File: src/rtl/mux_scan.sv
`default_nettype none
// ============================================================================
// Module   : mux_scan
// Purpose  : Registered CHANNELS x WIDTH selector. The selection is loaded,
//            stepped by a key, auto-scanned on a prescaled tick, or held.
//            Optional macro MUX_SCAN_SKIP_EN: advances and loads skip
//            channels whose mask bit is clear.
// Revision : 1.0 - initial release
// ============================================================================
module mux_scan #(
    parameter int WIDTH    = 4,
    parameter int CHANNELS = 4,
    parameter int DIV      = 25000000,
    localparam int SEL_W   = (CHANNELS > 1) ? $clog2(CHANNELS) : 1
) (
    input  logic                      clock,
    input  logic                      resetn,
    input  logic [CHANNELS*WIDTH-1:0] data_in,
    input  logic [1:0]                mode,
    input  logic [SEL_W-1:0]          sel_in,
    input  logic                      load,
    input  logic                      step,
    input  logic [CHANNELS-1:0]       mask,
    output logic [WIDTH-1:0]          data_out,
    output logic [SEL_W-1:0]          sel_out,
    output logic                      tick
);

    localparam int PW = (DIV > 1) ? $clog2(DIV) : 1;

    localparam logic [1:0]       c_MODE_MANUAL = 2'b00;
    localparam logic [1:0]       c_MODE_STEP   = 2'b01;
    localparam logic [1:0]       c_MODE_AUTO   = 2'b10;
    localparam logic [1:0]       c_MODE_HOLD   = 2'b11;
    localparam logic [SEL_W-1:0] c_SEL_LAST    = SEL_W'(CHANNELS - 1);
    localparam logic [PW-1:0]    c_DIV_LAST    = PW'(DIV - 1);

    logic [SEL_W-1:0] r_sel;
    logic [WIDTH-1:0] r_data;
    logic             r_tick;
    logic             r_step_q;
    logic [PW-1:0]    r_presc;
    logic [1:0]       r_mode_q;

    logic [SEL_W-1:0] w_sel_next;
    logic [SEL_W-1:0] w_sel_inc;
    logic [SEL_W-1:0] w_adv_sel;
    logic             w_adv_tick;
    logic [WIDTH-1:0] w_data_next;
    logic             w_tick_next;
    logic [PW-1:0]    w_presc_cur;
    logic [PW-1:0]    w_presc_next;
    logic             w_step_rise;
    logic             w_sel_in_legal;
    logic             w_sel_in_en;
    logic             w_load_ok;
    logic             w_auto_wrap;

    assign w_sel_inc   = (r_sel == c_SEL_LAST) ? '0 : r_sel + 1'b1;
    assign w_step_rise = step & ~r_step_q;
    // The prescaler restarts whenever AUTO is (re)entered from another mode.
    assign w_presc_cur = (r_mode_q == c_MODE_AUTO) ? r_presc : '0;
    assign w_auto_wrap = (w_presc_cur == c_DIV_LAST);

    // Equality scan keeps the range check valid for non power-of-two counts.
    always_comb begin
        w_sel_in_legal = 1'b0;
        w_sel_in_en    = 1'b0;
        for (int k = 0; k < CHANNELS; k++) begin
            if (sel_in == SEL_W'(k)) begin
                w_sel_in_legal = 1'b1;
                w_sel_in_en    = mask[k];
            end
        end
    end

`ifdef MUX_SCAN_SKIP_EN
    logic             w_above_found;
    logic             w_below_found;
    logic [SEL_W-1:0] w_above_sel;
    logic [SEL_W-1:0] w_below_sel;

    // Nearest enabled channel above sel, else the lowest enabled one below.
    always_comb begin
        w_above_found = 1'b0;
        w_below_found = 1'b0;
        w_above_sel   = '0;
        w_below_sel   = '0;
        for (int k = CHANNELS - 1; k >= 0; k--) begin
            if (mask[k] && (SEL_W'(k) > r_sel)) begin
                w_above_found = 1'b1;
                w_above_sel   = SEL_W'(k);
            end
            if (mask[k] && (SEL_W'(k) < r_sel)) begin
                w_below_found = 1'b1;
                w_below_sel   = SEL_W'(k);
            end
        end
    end

    assign w_adv_sel  = w_above_found ? w_above_sel :
                        w_below_found ? w_below_sel : r_sel;
    assign w_adv_tick = |mask;
    assign w_load_ok  = load & w_sel_in_legal & w_sel_in_en;
`else
    logic w_mask_unused;

    assign w_mask_unused = ^{mask, w_sel_in_en};
    assign w_adv_sel     = w_sel_inc;
    assign w_adv_tick    = 1'b1;
    assign w_load_ok     = load & w_sel_in_legal;
`endif

    always_comb begin
        w_sel_next   = r_sel;
        w_tick_next  = 1'b0;
        w_presc_next = r_presc;
        if (mode != c_MODE_HOLD) begin
            if (mode == c_MODE_AUTO) begin
                w_presc_next = w_auto_wrap ? '0 : w_presc_cur + 1'b1;
            end else begin
                w_presc_next = '0;
            end

            if (w_load_ok) begin
                w_sel_next   = sel_in;
                w_presc_next = '0;
            end else if (((mode == c_MODE_STEP) && w_step_rise) ||
                         ((mode == c_MODE_AUTO) && w_auto_wrap)) begin
                w_sel_next  = w_adv_sel;
                w_tick_next = w_adv_tick;
            end
        end
    end

    always_comb begin
        w_data_next = '0;
        for (int k = 0; k < CHANNELS; k++) begin
            if (w_sel_next == SEL_W'(k)) begin
                w_data_next = data_in[k*WIDTH +: WIDTH];
            end
        end
    end

    always_ff @(posedge clock or negedge resetn) begin
        if (!resetn) begin
            r_sel    <= '0;
            r_data   <= '0;
            r_tick   <= 1'b0;
            r_step_q <= 1'b0;
            r_presc  <= '0;
            r_mode_q <= c_MODE_MANUAL;
        end else begin
            r_step_q <= step;
            r_mode_q <= mode;
            r_sel    <= w_sel_next;
            r_presc  <= w_presc_next;
            r_tick   <= w_tick_next;
            if (mode != c_MODE_HOLD) begin
                r_data <= w_data_next;
            end
        end
    end

    assign data_out = r_data;
    assign sel_out  = r_sel;
    assign tick     = r_tick;

endmodule
`default_nettype wire

File: config.mk
export PLATFORM = sky130hd
export DESIGN_NAME = mux_scan
export DESIGN_NICKNAME = d
export VERILOG_FILES = /design/src/rtl/mux_scan.sv
export SDC_FILE = /design/constraint.sdc
export NUM_CORES = 1
export LEC_CHECK = 0
export BUFFER_PORTS_ARGS = -buffer_cell sky130_fd_sc_hd__buf_2
export CAP_MARGIN = 20
export CORE_ASPECT_RATIO = 0.5
export CORE_MARGIN = 2
export CORE_UTILIZATION = 29
export DETAILED_ROUTE_END_ITERATION = 10
export PLACE_DENSITY = 0.44
export REMOVE_ABC_BUFFERS = 1
export SYNTH_ARGS = -nofsm -noshare
export SYNTH_HDL_FRONTEND = slang
export SYNTH_SLANG_ARGS = --single-unit
File: constraint.sdc
create_clock -name clock -period 4.8 [get_ports clock]
set_clock_uncertainty 0.05 [all_clocks]
set_input_delay 0.96 -clock clock [delete_from_list [all_inputs] [get_ports clock]]
set_output_delay 0.96 -clock clock [all_outputs]
set_load 0.02 [all_outputs]
==> results of run 1 <==
## layout make-up
type	instances	area (sq um)	share of cell area (%)
clock inverters	1	5.00	0.200
inverters	4	15.0	0.599
multi-input cells	198	1180	47.1
well taps	96	120	4.79
repair buffers	33	173	6.88
flip-flops and latches	35	876	34.9
clock buffers	6	139	5.54
## registers in the layout, summed over array words and instances, names as in the netlist
signal,cells
sel_out,2
r_step_q,1
data_out,4
r_presc,25
tick,1
r_mode_q,2
## cells by family after synthesis
family,count (synthesis)
compound gates,67
fa+ha+maj,2
mux,8
xor+xnor,6
simple gates,115
flops,35
buf+inv,14
## path summary, 6_finish.rpt
path                       cells past startpoint                    start                       to  slack (ns)
max reg2reg                                   10    r_mode_q[1]$_DFF_PN0_  r_presc[19]$_DFFE_PN0N_        1.27
min in group asynchronous                      1                   resetn  data_out[3]$_DFFE_PN0N_        0.73
max in group asynchronous                      1                   resetn  r_presc[10]$_DFFE_PN0N_        3.46
min                                            1  r_presc[24]$_DFFE_PN0N_  r_presc[24]$_DFFE_PN0N_        0.44
max                                           10    r_mode_q[1]$_DFF_PN0_  r_presc[19]$_DFFE_PN0N_        1.27
min reg2reg                                    1  r_presc[24]$_DFFE_PN0N_  r_presc[24]$_DFFE_PN0N_        0.44
## worst max-delay path: cells and delay by family (launching register included)
family / cells / cell delay [ns]
flip-flops: 1 / 0.37
AO/OA/AOI/OAI: 3 / 0.49
adder cells (fa/ha/maj): 1 / 0.18
AND/OR/NAND/NOR: 6 / 2.30
## power by group
part	switching (mW)	total [mW]	internal (mW)	leakage [nW]
registers	0.0110	0.320	0.309	0.465
logic	0.0737	0.119	0.0451	0.541
clock network	0.116	0.319	0.202	0.0727
## metal layers
metal  routed length [microns]  vias up  part of all wire [%]  GRT usage (%)
met3                       281        2                   5.1           3.47
met2                      2460       38                    45           25.7
met1                      2710      964                    49           19.9
met5                         0        -                     0              0
li1                          -      959                     -              -
met4                        24        0                  0.44           4.03
## metrics by stage
stage / setup WS (ns) / area, sq um / hold WS [ns]
floorplan: 1.55 / 2070 / 0.394
global placement: 1.31 / 2360 / 0.421
detailed placement: 1.30 / 2360 / 0.434
CTS: 1.29 / 2510 / 0.441
global route: 0.950 / 2510 / 0.454
finish: 1.27 / 2510 / 0.436
## cell usage after synthesis, types with 2 or more instances
cell type / number
a211o_1: 2
a211oi_1: 4
a21oi_1: 8
a22o_1: 3
a31oi_1: 6
and2_1: 8
and2b_2: 2
and3_1: 3
buf_2: 3
buf_6: 2
clkbuf_1: 5
dfrtp_1: 35
ha_1: 2
inv_1: 4
mux2i_1: 8
nand2_1: 34
nand2b_1: 2
nand3_1: 11
nand4_1: 6
nor2_1: 22
nor2b_1: 4
nor3_1: 6
nor4_1: 3
o211ai_1: 2
o21ai_0: 30
o31ai_1: 4
or2b_2: 2
xnor2_1: 3
xor2_1: 3
==> reports/metrics.csv, run 1 <==
metric;value;unit
first_global_vias;2047;
timing_hold_violations_final;0;
cts_root_buf;clkbuf_16;
worst_ir_drop_vdd;0.116;mV
fin_util;34.8;%
dp_cells;366;
yosys.area.top_type;dfrtp_1;
synth_enable_flop_cells;0;
htreeDepth;2;
layout_common_cells;dfrtp_1, nand2_1, o21ai_0, buf_2, nor2_1;
clk_pin_slew;0.05;ns
min_path_type;flop to flop;
power_density;302;nW/um^2
ant_nets;0;
synth-simple-area-share;28.1;%
synthMuxAreaShare;3.76;%
required;4.88;ns
initial_core_util;29.5;%
crit_type;flop to flop;
syn_inst;247;
cts_buffer_depth;2;
nFillCells;766;
rsz0062_at_grt;no;
tightestPinTransition;0.908;ns
cts_resized;0;
clock_sinks;35;
num_vias;1963;
syn_area;2130;sq um
gp_congestion;0.781;
cts_made_buffers;5;
finalPower;758;uW
async_reset_ff_share;100;%
port_buffers;30;
routed_via_density;5.26;
synth_compound_area_share;20.0;%
setup_violations;0;
arrival;3.61;ns
num_rows;22;
synth_seq_cells;35;
start_kind;flop;
cts_tree;yes;
io-pin-count;35;
core;7210;sq um
drcViolationCount;0;
fin_nets;307;
slew_headroom;39.3;%
drive_above_1_share;19.5;%
antenna_found_initial;0;
fin_crit;3.53;ns
synth_area_leaders;dfrtp_1, o21ai_0, nand2_1, nor2_1, mux2i_1;
drtIter0Drc;121;
die_h;64.6;microns
num_antenna_cells;0;
leakage;1.08;nW
instances_no_fill;373;
grt_max_degree;36;
dr.pass1.iters;4;
grt_first_pass_wirelength;9.90;mm
end_kind;flop;
fmax;0.283;GHz
avgSynthCellArea;8.62;sq um
totalWireLength;5.49;mm
dp_hpwl;3.81;mm
synth.distinct_cells;49;
synthAdderAreaFrac;1.18;%
gr-total-overflow;0;
clkLatencyLatePin;0.27;ns
finalSetupTns;0;ns
synth_warnings;0;
holdBufCountCts;0;
final-max-slew-violation-count;0;
die_area;8080;sq um
syn_to_final_growth;17.9;%
post-route-period-util;73.6;%
wire_per_inst;14.7;microns
crit_fanout;22;
yosysSeqAreaShare;41.2;%
worstPathCellList;nor2b_1, and2_1, ha_1, and3_1, nand2_1, or4_1, nand3_1, o21ba_2, o21ai_0, o41ai_1;
cp_slowest_cell;nand3_1;
synth_top_area_share;41.2;%
synth_top_family_by_area;simple AND/OR/NAND/NOR gates;
synthXorXnorAreaFrac;2.47;%
cts_setup_buffers;0;
ys.flop_type;dfrtp_1;
maxCapViolations;0;
max_stage_delay;0.74;ns
final_common_cell;dfrtp_1;
status;finished clean;
die_x;125;microns
grt_usage;15.2;%
No activity file was read; power rests on OpenSTA's default activity.
==> run 2: changes to the inputs <==
==> constraint.sdc (replaced) <==
create_clock -name clock -period 3.3 [get_ports clock]
set_clock_uncertainty 0.05 [all_clocks]
set_input_delay 0.66 -clock clock [delete_from_list [all_inputs] [get_ports clock]]
set_output_delay 0.66 -clock clock [all_outputs]
set_load 0.02 [all_outputs]
==> reports/metrics.csv, run 2 (synthesis results as in run 1) <==
metric;value;unit;change
maxCapViolations;0;;unchanged
gp_congestion;0.761;;-2.5%
r2r_slack;0.32;ns;-0.95 ns
post-route-period-util;90.4;%;+17 points
initial_core_util;29.5;%;unchanged
clkLatencyLatePin;0.28;ns;about the same
drcViolationCount;0;;unchanged
leakage;1.13;nW;+5.2%
largest_reg_flops;25;;unchanged
dp_hpwl;3.97;mm;+4.1%
ant_nets;0;;unchanged
grt_max_degree;36;;unchanged
drtIter0Drc;77;;-36%
dp_cells;376;;+2.7%
multi_input_area;1180;sq um;+0.21%
arrival;3.11;ns;-0.50 ns
place_ws;0.242;ns;-1.06 ns
htreeDepth;2;;unchanged
dr.pass1.iters;4;;unchanged
crit_type;flop to flop;;
drive_above_1_share;22.6;%;+3.1 points
finalSetupTns;0;ns;unchanged
grt_usage;14.7;%;-0.46 points
gr-total-overflow;0;;unchanged
crit_fanout;9;;-59%
regArea;876;sq um;unchanged
r2r_end;data_out[2]$_DFFE_PN0N_;;
setup_violations;0;;unchanged
start_kind;flop;;
final-max-slew-violation-count;0;;unchanged
num_antenna_cells;0;;unchanged
clk_pin_slew;0.06;ns;about the same
min_path_type;input port to async pin;;
clock_sinks;35;;unchanged
fin_ws;0.317;ns;-0.951 ns
worst_ir_drop_vdd;0.186;mV;+59%
top_register;r_presc;;
core;7210;sq um;unchanged
io-pin-count;35;;unchanged
grt_first_pass_wirelength;9.60;mm;-3.0%
fin_util;36.0;%;+1.2 points
timing_hold_violations_final;0;;unchanged
num_rows;22;;unchanged
antenna_found_initial;0;;unchanged
wire_per_inst;14.4;microns;-2.0%
first_global_vias;1943;;-5.1%
fin_nets;317;;+3.3%
cp-endpoint;data_out[2]$_DFFE_PN0N_;;
fin_crit;2.98;ns;-0.549 ns
die_area;8080;sq um;unchanged
crit_start;r_mode_q[1]$_DFF_PN0_;;
cts_tree;yes;;
instances_no_fill;384;;+2.9%
final_common_cell;dfrtp_1;;
reg2reg_from;r_mode_q[1]$_DFF_PN0_;;
slew_headroom;44.6;%;+5.3 points
rsz0062_at_grt;no;;
end_kind;flop;;
status;finished clean;;
worst-r2r-cell-count;11;;+1
cts_made_buffers;5;;unchanged
die_h;64.6;microns;unchanged
num_vias;1944;;-0.97%
cts_root_buf;clkbuf_16;;
totalWireLength;5.53;mm;+0.88%
required;3.43;ns;-1.45 ns
tightestPinTransition;0.832;ns;-0.0763 ns
die_x;125;microns;unchanged
routed_via_density;5.06;;-3.8%
fmax;0.335;GHz;+18%
power_density;441;nW/um^2;+46%
syn_to_final_growth;22.1;%;
layout_common_cells;dfrtp_1, nand2_1, o21ai_0, buf_2, nor2_1;;
nFillCells;771;;+0.65%
cts_buffer_depth;2;;unchanged
port_buffers;30;;unchanged
-- run 2: per-stage QoR --
step	instance area, sq um	total power [mW]	hold slack, ns
2_1_floorplan	2070	0.576	0.314
3_5_place_dp	2440	0.656	0.430
4_1_cts	2600	1.16	0.437
6_report	2600	1.15	0.432
3_3_place_gp	2440	0.654	0.417
5_1_grt	2600	1.20	0.462
-- run 2: report_power, final --
part	switching [mW]	internal [mW]	total, mW
Combinational	0.107	0.0727	0.180
Sequential	0.0169	0.450	0.467
Clock	0.178	0.322	0.499
Total	0.302	0.844	1.15
-- run 2: area by class of cell --
| cell class | count | share of cell area, % |
|---|---|---|
| multi-input combinational | 198 | 45.5 |
| sequential | 35 | 33.7 |
| timing repair buffer | 43 | 9.53 |
| clock buffer | 8 | 6.02 |
| tap | 96 | 4.62 |
| inverter | 4 | 0.578 |
-- run 2: worst min-delay path by stage --
stage,end,cells after the start
floorplan,data_out[0]$_DFFE_PN0N_,0
global placement,r_presc[24]$_DFFE_PN0N_,1
detailed placement,r_presc[24]$_DFFE_PN0N_,1
CTS,r_presc[24]$_DFFE_PN0N_,1
global route,r_step_q$_DFF_PN0_,1
finish,sel_out[0]$_DFF_PN0_,1
-- run 2: repair_timing --
item / CTS / global route
setup endpoints to repair: 0 / 2
gates resized for setup: 0 / 1
hold buffers: 0 / 0
buffers inserted: 0 / 0
-- run 2: metal layers --
layer / up-vias / GRT usage (%) / wire, microns
met4: 0 / 3.75 / 21
met5: - / 0 / 0
met1: 924 / 20.9 / 2940
li1: 979 / - / -
met2: 39 / 23.2 / 2400
met3: 2 / 3.06 / 165
-- run 2: critical path, stage by stage, from the launching register on --
cell	delay, ns
dfrtp_1	0.38
nor2b_2	0.24
and2_1	0.17
ha_1	0.19
and3_1	0.18
nand2_1	0.11
or4_1	0.60
nor3_1	0.28
o22ai_2	0.12
buf_4	0.20
mux2i_1	0.13
a211oi_1	0.25
==> run 3: changes to the inputs <==
--- a/config.mk
+++ b/config.mk
@@ -7,12 +7,13 @@
 export LEC_CHECK = 0
 export BUFFER_PORTS_ARGS = -buffer_cell sky130_fd_sc_hd__buf_2
 export CAP_MARGIN = 20
-export CORE_ASPECT_RATIO = 0.5
-export CORE_MARGIN = 2
+export CORE_ASPECT_RATIO = 1.5
+export CORE_MARGIN = 4
 export CORE_UTILIZATION = 29
 export DETAILED_ROUTE_END_ITERATION = 10
 export PLACE_DENSITY = 0.44
 export REMOVE_ABC_BUFFERS = 1
+export SKIP_CTS_REPAIR_TIMING = 1
 export SYNTH_ARGS = -nofsm -noshare
 export SYNTH_HDL_FRONTEND = slang
 export SYNTH_SLANG_ARGS = --single-unit
==> reports/metrics.csv, run 3 (synthesis results as in run 1) <==
metric;value;unit;change
status;finished clean;;
reg2reg_from;r_mode_q[1]$_DFF_PN0_;;
setup_violations;0;;unchanged
fin_nets;317;;unchanged
die_x;77.9;microns;-38%
fmax;0.336;GHz;about the same
post-route-period-util;90.3;%;about the same
dp_hpwl;4.27;mm;+7.5%
required;3.41;ns;-0.02 ns
slew_headroom;44.4;%;-0.14 points
layout_common_cells;dfrtp_1, nand2_1, o21ai_0, buf_2, nor2_1;;
gr-total-overflow;0;;unchanged
place_area;2440;sq um;+0.20%
timing_hold_violations_final;0;;unchanged
fin_ws;0.320;ns;+0.00265 ns
place_ws;0.129;ns;-0.114 ns
fin_area;2530;sq um;-2.7%
worst-r2r-cell-count;11;;unchanged
min_path_type;input port to async pin;;
finalSetupTns;0;ns;unchanged
drtIter0Drc;86;;+12%
cts_buffer_depth;2;;unchanged
clk_pin_slew;0.07;ns;about the same
whs;0.415;ns;-0.0170 ns
wire_per_inst;15.2;microns;+5.4%
finalPower;940;uW;-18%
grt_first_pass_wirelength;9.80;mm;+2.0%
cts_tree;yes;;
drive_above_1_share;22.7;%;+0.16 points
final-max-slew-violation-count;0;;unchanged
num_rows;38;;+73%
instances_no_fill;386;;+0.52%
clkLatencyLatePin;0.29;ns;about the same
num_antenna_cells;0;;unchanged
antenna_found_initial;0;;unchanged
final_common_cell;dfrtp_1;;
largest_reg_flops;25;;unchanged
crit_start;r_mode_q[1]$_DFF_PN0_;;
routed_via_density;5.02;;-0.83%
core;7180;sq um;-0.45%
crit_type;flop to flop;;
num_vias;1938;;-0.31%
grt_max_degree;36;;unchanged
worst_ir_drop_vdd;0.155;mV;-16%
initial_core_util;29.6;%;+0.13 points
cts_made_buffers;5;;unchanged
rsz0062_at_grt;no;;
fin_util;35.2;%;-0.81 points
first_global_vias;2015;;+3.7%
end_kind;flop;;
maxCapViolations;0;;unchanged
htreeDepth;2;;unchanged
fin_crit;2.98;ns;-0.00264 ns
power_density;372;nW/um^2;-16%
leakage;1.10;nW;-3.4%
port_buffers;30;;unchanged
io-pin-count;35;;unchanged
totalWireLength;5.86;mm;+5.9%
crit_fanout;9;;unchanged
ant_nets;0;;unchanged
grt_usage;14.2;%;-0.53 points
clock_sinks;35;;unchanged
drcViolationCount;0;;unchanged
top_register;r_presc;;
dr.pass1.iters;4;;unchanged
start_kind;flop;;
arrival;3.09;ns;-0.02 ns
dp_cells;380;;+1.1%
tightestPinTransition;0.834;ns;+0.00211 ns
die_h;113;microns;+75%
syn_to_final_growth;18.8;%;
gp_congestion;0.810;;+6.5%
cts_root_buf;clkbuf_8;;
nFillCells;757;;-1.8%
die_area;8800;sq um;+8.9%
==> run 3: report_power, final <==
part	switching (mW)	internal, mW	leakage, nW	total (mW)
Clock	0.154	0.141	0.0371	0.294
Sequential	0.0167	0.449	0.465	0.466
Combinational	0.107	0.0731	0.593	0.180
==> run 3: per-layer routing <==
metal / wire length [microns] / GRT usage, %
met4: 227 / 7.47
met1: 2440 / 16.0
met3: 203 / 2.23
met2: 2990 / 25.5
met5: 0 / 0
==> run 3: path summary, 6_finish.rpt <==
kind | to | slack [ns]
setup / recovery | data_out[0]$_DFFE_PN0N_ | 0.32
hold / removal | r_presc[3]$_DFFE_PN0N_ | 0.41
setup reg to reg | data_out[0]$_DFFE_PN0N_ | 0.32
hold reg to reg | r_presc[24]$_DFFE_PN0N_ | 0.44
max in group asynchronous | r_step_q$_DFF_PN0_ | 2.26
min in group clock | r_presc[24]$_DFFE_PN0N_ | 0.44
==> run 3: worst max-delay path, cell delays in order, from the launching register on <==
cell and delay [ns]:
dfrtp_1 0.37, nor2b_2 0.25, and2_1 0.18, ha_1 0.18
and3_1 0.25, nand2_1 0.12, or4_4 0.54, a211o_1 0.29
o22ai_2 0.09, buf_4 0.21, mux2i_1 0.21, a211oi_1 0.09
==> run 3: cell type report <==
type | instances | area, sq um | share of cell area, %
timing repair buffer | 43 | 248 | 9.80
tap | 100 | 125 | 4.95
inverter | 4 | 15.0 | 0.594
clock buffer | 6 | 72.6 | 2.87
multi-input combinational | 198 | 1190 | 47.2
sequential | 35 | 876 | 34.6
